[src/rtl/nibble_sub32_seq.sv]
// nibble_sub32_seq: multi-cycle subtractor s = a - b, SLICE bits per clock, LSB slice first
// Ports:
//   clk, reset           single clock, synchronous active-high reset
//   start                request, accepted only while busy=0
//   a, b                 minuend / subtrahend, captured on the accepted start edge
//   s, bo, ovf, zero     registered result, unsigned borrow, signed overflow, zero flag
//   busy, done           operation in progress / one-cycle completion pulse
module nibble_sub32_seq #(
    parameter int WIDTH = 32,
    parameter int SLICE = 4
) (
    input  logic             clk,
    input  logic             reset,
    input  logic             start,
    input  logic [WIDTH-1:0] a,
    input  logic [WIDTH-1:0] b,
    output logic [WIDTH-1:0] s,
    output logic             bo,
    output logic             ovf,
    output logic             zero,
    output logic             busy,
    output logic             done
);
    localparam int N  = WIDTH / SLICE;
    localparam int CW = (N > 1) ? $clog2(N) : 1;
    typedef enum logic {IDLE, RUN} state_t;
    state_t           state_q, state_d;
    logic [WIDTH-1:0] a_sh_q, a_sh_d, b_sh_q, b_sh_d, acc_q, acc_d, s_q, s_d;
    logic [CW-1:0]    cnt_q, cnt_d;
    logic             brw_q, brw_d, a_msb_q, a_msb_d, b_msb_q, b_msb_d;
    logic             bo_q, bo_d, ovf_q, ovf_d, zero_q, zero_d, done_q, done_d;
    logic [SLICE:0]   diff;
    logic [WIDTH-1:0] res;
    // The extra top bit of the widened difference is set exactly when the slice borrows.
    assign diff = {1'b0, a_sh_q[SLICE-1:0]} - {1'b0, b_sh_q[SLICE-1:0]} - {{SLICE{1'b0}}, brw_q};
    // Accumulator fills from the MSB end, so after N slices the LSB slice sits at the bottom.
    assign res  = {diff[SLICE-1:0], acc_q[WIDTH-1:SLICE]};
    always_comb begin
        state_d = state_q;
        a_sh_d  = a_sh_q;
        b_sh_d  = b_sh_q;
        acc_d   = acc_q;
        cnt_d   = cnt_q;
        brw_d   = brw_q;
        a_msb_d = a_msb_q;
        b_msb_d = b_msb_q;
        s_d     = s_q;
        bo_d    = bo_q;
        ovf_d   = ovf_q;
        zero_d  = zero_q;
        done_d  = 1'b0;
        if (state_q == IDLE && start) begin
            state_d = RUN;
            a_sh_d  = a;
            b_sh_d  = b;
            a_msb_d = a[WIDTH-1];
            b_msb_d = b[WIDTH-1];
            cnt_d   = '0;
            brw_d   = 1'b0;
        end else if (state_q == RUN) begin
            a_sh_d = a_sh_q >> SLICE;
            b_sh_d = b_sh_q >> SLICE;
            acc_d  = res;
            brw_d  = diff[SLICE];
            cnt_d  = cnt_q + CW'(1);
            if (cnt_q == CW'(N - 1)) begin
                state_d = IDLE;
                s_d     = res;
                bo_d    = diff[SLICE];
                ovf_d   = (a_msb_q != b_msb_q) && (res[WIDTH-1] != a_msb_q);
                zero_d  = (res == '0);
                done_d  = 1'b1;
            end
        end
    end
    always_ff @(posedge clk) begin
        if (reset) begin
            state_q <= IDLE;
            a_sh_q  <= '0;
            b_sh_q  <= '0;
            acc_q   <= '0;
            cnt_q   <= '0;
            brw_q   <= 1'b0;
            a_msb_q <= 1'b0;
            b_msb_q <= 1'b0;
            s_q     <= '0;
            bo_q    <= 1'b0;
            ovf_q   <= 1'b0;
            zero_q  <= 1'b0;
            done_q  <= 1'b0;
        end else begin
            state_q <= state_d;
            a_sh_q  <= a_sh_d;
            b_sh_q  <= b_sh_d;
            acc_q   <= acc_d;
            cnt_q   <= cnt_d;
            brw_q   <= brw_d;
            a_msb_q <= a_msb_d;
            b_msb_q <= b_msb_d;
            s_q     <= s_d;
            bo_q    <= bo_d;
            ovf_q   <= ovf_d;
            zero_q  <= zero_d;
            done_q  <= done_d;
        end
    end
    assign s    = s_q;
    assign bo   = bo_q;
    assign ovf  = ovf_q;
    assign zero = zero_q;
    assign busy = (state_q == RUN);
    assign done = done_q;
endmodule
[config.mk]
export PLATFORM = sky130hd
export DESIGN_NAME = nibble_sub32_seq
export DESIGN_NICKNAME = d
export VERILOG_FILES = /design/src/rtl/nibble_sub32_seq.sv
export SDC_FILE = /design/constraint.sdc
export NUM_CORES = 1
export LEC_CHECK = 0
export ABC_AREA = 1
export ABC_CLOCK_PERIOD_IN_PS = 2400
export BUFFER_PORTS_ARGS = -buffer_cell sky130_fd_sc_hd__buf_4
export CAP_MARGIN = 25
export CORE_MARGIN = 2
export CORE_UTILIZATION = 55
export DETAILED_ROUTE_END_ITERATION = 8
export PLACE_DENSITY = 0.79
export SLEW_MARGIN = 40
export SYNTH_ARGS = -nofsm -noshare
export SYNTH_HDL_FRONTEND = slang
export SYNTH_SLANG_ARGS = --single-unit
[constraint.sdc]
create_clock -name clk -period 2.4 [get_ports clk]
set_input_delay 0.48 -clock clk [delete_from_list [all_inputs] [get_ports clk]]
set_output_delay 0.48 -clock clk [all_outputs]
set_load 0.02 [all_outputs]
==> metrics.cfg, run 1 <==
[synthesis]
netlist_top_cells_count=nand2_1, dfxtp_1, inv_1, a21oi_1
synth_fa_ha_area_share_pct=2.47
synth_top_family_by_area=simple AND/OR/NAND/NOR gates
synth_edf_count=0
syn-num-nets=843
ys_warn_count=0
synth_top_area_share_pct=47.6
synth_ff_type=dfxtp_1
synth_cell_types=29
synth_area_leader_cell=dfxtp_1
synth-simple-area-share_pct=22.6
synthXorXnorAreaFrac_pct=0.309
muxShareOfSynthArea_pct=0
ys_top_cells_by_area=dfxtp_1, nand2_1, inv_1
syn_area_per_cell_um2=7.41
synth.ff_latch_count=135
netlist_area_um2=5680
synthArstFlopShare_pct=0
syn_inst=766
synth-seq-area-share_pct=47.6
yosysMostFrequentCell=nand2_1
synth_compound_area_share_pct=14.0

[grt]
gr-total-overflow=0
antenna_found_initial=0
grt_max_degree=76
grt_pass1_vias=4929
grt_pass1_wl_mm=22.1
grt_usage_pct=24.7

[cts]
cts_resized=0
cts_sinks=135
clockBufferDepth=2
cts_setup_buffers=0
holdBufCountCts=0
clk_latency_ns=0.53
cts_tree=built
root_buffer=clkbuf_8
cts.clk_slew.worst_paths_ns=0.06
h-tree-depth=4
cts_made_buffers=17

[sta]
rsz0062_at_grt=no
period_minus_slack_ns=2.33
finalHoldViolCount=0
slew_headroom_pct=52.3
fin_crit_sh_pct=96.9
setup_viol=0
skew_ns=0.00620
holdWs_ns=0.211
final_max_slew_viol_count=0
setup_tns_ns=0
fmaxAchievable_ghz=0.430
tightest_slew_ns=0.708

[detailed_routing]
wl_mm=13.3
viasPerCell=5.13
first_pass_iters=5
ant_nets=0
drt_iter0_markers=296
num_vias=5141
drc=0
wl_per_cell_um=13.3

[run_status]
status=completed

[floorplanning]
core_um2=10200
pin_count=104
floorplan.initialDensity_pct=55.7
die-area_um2=11200
fp-row-count=37
fp.dieW_um=106
die_y_um=106

[power_and_ir_drop]
ir_drop_mv=0.401
power_uw=5610
power.static_leakage_uw=0.00351
power.density_nw_per_um2=790

[worst_setup_path]
cp-start-kind=flip-flop
crit_buf_inv=1
endpoint_kind=flip-flop
cp_max_fo=3
path_cells=inv_2 -> fa_1 -> ha_1 -> nor2_4 -> fa_2 -> nand3_1 -> nor2_1 -> nand2_1 -> nor2_1 -> nand3_1 -> nand2_1
path_delay_family=adder cells
path_class=flip-flop to flip-flop
r2r_slack_ns=0.07
cp_data_arrival_time_ns=2.80
max_stage_delay_ns=0.57
required_ns=2.87
crit_path_top_delay_cell=fa_2

[placed_design]
port-buffer-count=103
gp_congestion=0.831
place_area_um2=6480
dp_hpwl_mm=8.96

[finish]
final_net_count=931
design_area_um2=7100
drive_gt1_share_pct=18.5
antennaDiodeCount=0
area_growth_syn_to_layout_pct=25.1

[run]
cap_violations=0

[worst_hold_path]
hold_path_class=input pin to flip-flop

-- worst reg2reg max path: stages, from the launching register on --
cell     delay, ns
dfxtp_1       0.33
inv_2         0.05
fa_1          0.54
ha_1          0.26
nor2_4        0.05
fa_2          0.57
nand3_1       0.08
nor2_1        0.11
nand2_1       0.06
nor2_1        0.09
nand3_1       0.07
nand2_1       0.07
-- cell type report --
class,count,area [µm²]
Timing Repair Buffer,110,876
Fill cell,788,3080
Sequential cell,135,2710
Multi-Input combinational cell,459,2270
Tap cell,136,170
Clock buffer,18,418
Clock inverter,14,173
Inverter,131,494
-- power breakdown --
group          internal [µW]  leakage [µW]  switching, µW
registers               2350       0.00110           64.1
logic                    245       0.00212            363
clock network           1590      0.000286            997
-- per-stage QoR --
step	instances	utilization, %	worst slack (ns)
2_1_floorplan	766	-	0.349
3_3_place_gp	971	63.6	0.291
3_5_place_dp	971	63.6	0.160
4_1_cts	1003	69.4	0.0220
5_1_grt	1003	69.7	0.00310
6_report	1003	69.7	0.0745
-- sequential cells by signal (all words and copies together) (netlist names), 3 cells and up --
signal and count:
b_sh_q 32, acc_q 28, a_sh_q 32, s 32, cnt_q 3
-- final timing paths --
path,depth (start not counted),to,from
worst max-delay path,11,zero,brw_q
worst min-delay path,3,b_sh_q[28],b[28]
worst max register to register,11,zero,brw_q
worst min register to register,2,bo,bo
-- kinds of logic (layout without fill, tap and decap cells) --
family	after synthesis	count (layout)
xor gates and xnor gates	2	2
adders and majority gates	10	10
AOI/OAI and AO/OA	134	134
and+or+nand+nor	313	313
buffers and inverters	172	273
DFF	135	135
-- cells in the final DEF, fill, tap and decap left out, drive strengths merged, types with 8 or more instances in the layout --
master	netlist	layout
ha	8	8
inv	131	135
nor2	23	23
buf	35	110
o211ai	13	13
nand3	35	35
o221ai	17	17
o21ai	59	59
nand2	252	252
dfxtp	135	135
clkbuf	6	18
a21oi	38	38
-- per-layer routing --
layer,wire [µm],track usage [%],vias to the layer above
met5,0,0,-
met4,275,9.77,0
met3,866,6.56,32
met2,6600,41.5,181
met1,5560,30.2,2355
li1,-,-,2573
Note: power is estimated with default switching activity, not from simulation.
==> run 2, diff against run 1 <==
- CORE_MARGIN: 2 -> 3
- SKIP_CTS_REPAIR_TIMING: not set -> 1
==> run 2 against run 1 <==
Effect of this change: die area up 3.8%; design area is 0.90% lower; register-to-register slack better by 0.04 ns; critical path depth increased by 1; worst setup slack improved by 0.035 ns; largest cell class unchanged; core utilization increased by 1.3 points; clock skew increased by 0.00072 ns; maximum frequency up 1.5%; count of clock-buffer cells in the layout is 1 lower.
==> metrics.cfg, run 2 (synthesized netlist as in run 1, its figures left out) <==
[cts]
clk_latency_ns=0.52
cts_made_buffers=17
h-tree-depth=4
cts.clk_slew.worst_paths_ns=0.07
clockBufferDepth=2
cts_sinks=135
root_buffer=clkbuf_8
cts_tree=built

[floorplanning]
die_y_um=108
floorplan.initialDensity_pct=57.3
fp.dieW_um=108
core_um2=9910
fp-row-count=36
pin_count=104
die-area_um2=11600

[finish]
post-route-util_pct=71.0
final_net_count=933
n_fill_cell=768
drive_gt1_share_pct=18.3
final_cell_mix=nand2_1, dfxtp_1, inv_1
antennaDiodeCount=0
regArea_um2=2700
multi_input_area_um2=2250
layout_commonest_cell=nand2_1
area_growth_syn_to_layout_pct=24.0

[run]
cap_violations=0

[worst_setup_path]
path_class=flip-flop to flip-flop
cp_data_arrival_time_ns=2.75
cp-start-kind=flip-flop
cp_max_fo=3
endpoint_kind=flip-flop
required_ns=2.86

[power_and_ir_drop]
intPower_uw=4000
power.static_leakage_uw=0.00349
pwr-share-seq_pct=43.7
switching_share_pct=27.5
power.net_switching_uw=1520
ir_drop_mv=0.443
power.density_nw_per_um2=785
clkPwrFrac_pct=45.4
power_uw=5520
combPwrFrac_pct=10.9

[sta]
rsz0062_at_grt=no
final_max_slew_viol_count=0
finalHoldViolCount=0
tightest_slew_ns=0.779
fin_ws_ns=0.110
fmaxAchievable_ghz=0.437
setup_viol=0
setup_tns_ns=0
period_minus_slack_ns=2.29
fin_crit_sh_pct=95.4
skew_ns=0.00692
slew_headroom_pct=48.1

[detailed_routing]
drc=0
ant_nets=0
first_pass_iters=4
viasPerCell=5.11
num_vias=5118
drt_iter0_markers=368
wl_per_cell_um=13.6
wl_mm=13.6

[grt]
grt_pass1_wl_mm=22.6
antenna_found_initial=0
gr-total-overflow=0
grt_max_degree=65
grt_usage_pct=24.2
grt_pass1_vias=4994

[placed_design]
dp_hpwl_mm=8.99
place_ws_ns=0.176
gp_congestion=0.803
port-buffer-count=103

[run_status]
status=completed

[worst_hold_path]
hold_path_class=input pin to flip-flop

[run 2: cell types whose count changed in the layout (fill, tap and decap cells not counted), moves of 2 or more]
cell,delta
inv_8,+3
bufinv_16,-2
inv_6,+2
buf_12,-3
clkinv_2,-3
buf_4,+4
[run 2: worst max-delay path: stages, from the launching register on]
cell and delay [ns]:
dfxtp_1 0.32, inv_1 0.06, fa_1 0.48, inv_1 0.08
ha_1 0.19, nor2_2 0.06, fa_2 0.56, nand3_1 0.08
nor2_1 0.11, nand2_1 0.06, nor2_1 0.08, nand3_1 0.08
nand2_1 0.07
[run 2: path summary, 6_finish.rpt]
check / start / to / slack, ns / cells after the start
worst min register to register: bo / bo / 0.45 / 2
worst max-delay path: brw_q / zero / 0.11 / 12
worst min-delay path: b[30] / b_sh_q[30] / 0.22 / 3
worst max register to register: brw_q / zero / 0.11 / 12
[run 2: cell type report]
type	count	area share, %
Sequential cell	135	38.4
Multi-Input combinational cell	459	31.9
Timing Repair Buffer	112	12.2
Inverter	131	7.02
Clock buffer	17	5.88
Tap cell	133	2.36
Clock inverter	15	2.22
[run 2: through the flow]
step | std cells | hold slack [ns] | cell area, µm²
CTS | 1002 | 0.209 | 7020
global placement | 970 | 0.442 | 6450
global route | 1002 | 0.212 | 7040
floorplan | 766 | 0.439 | 5680
detailed placement | 970 | 0.443 | 6450
finish | 1002 | 0.217 | 7040
[run 2: per-layer routing]
metal	GRT usage, %	vias to the layer above	share of wire, %
met3	5.34	29	6.0
met2	39.4	177	48
met4	9.65	0	2.0
met5	0	-	0
met1	31.4	2338	44
li1	-	2574	-
[run 2: power groups by stage]
stage	clock network (µW)	registers, µW	logic (µW)
2_1_floorplan	0	2440	414
3_5_place_dp	0	2460	576
4_1_cts	2520	2410	591
3_3_place_gp	0	2450	553
5_1_grt	2630	2420	681
6_report	2510	2410	603
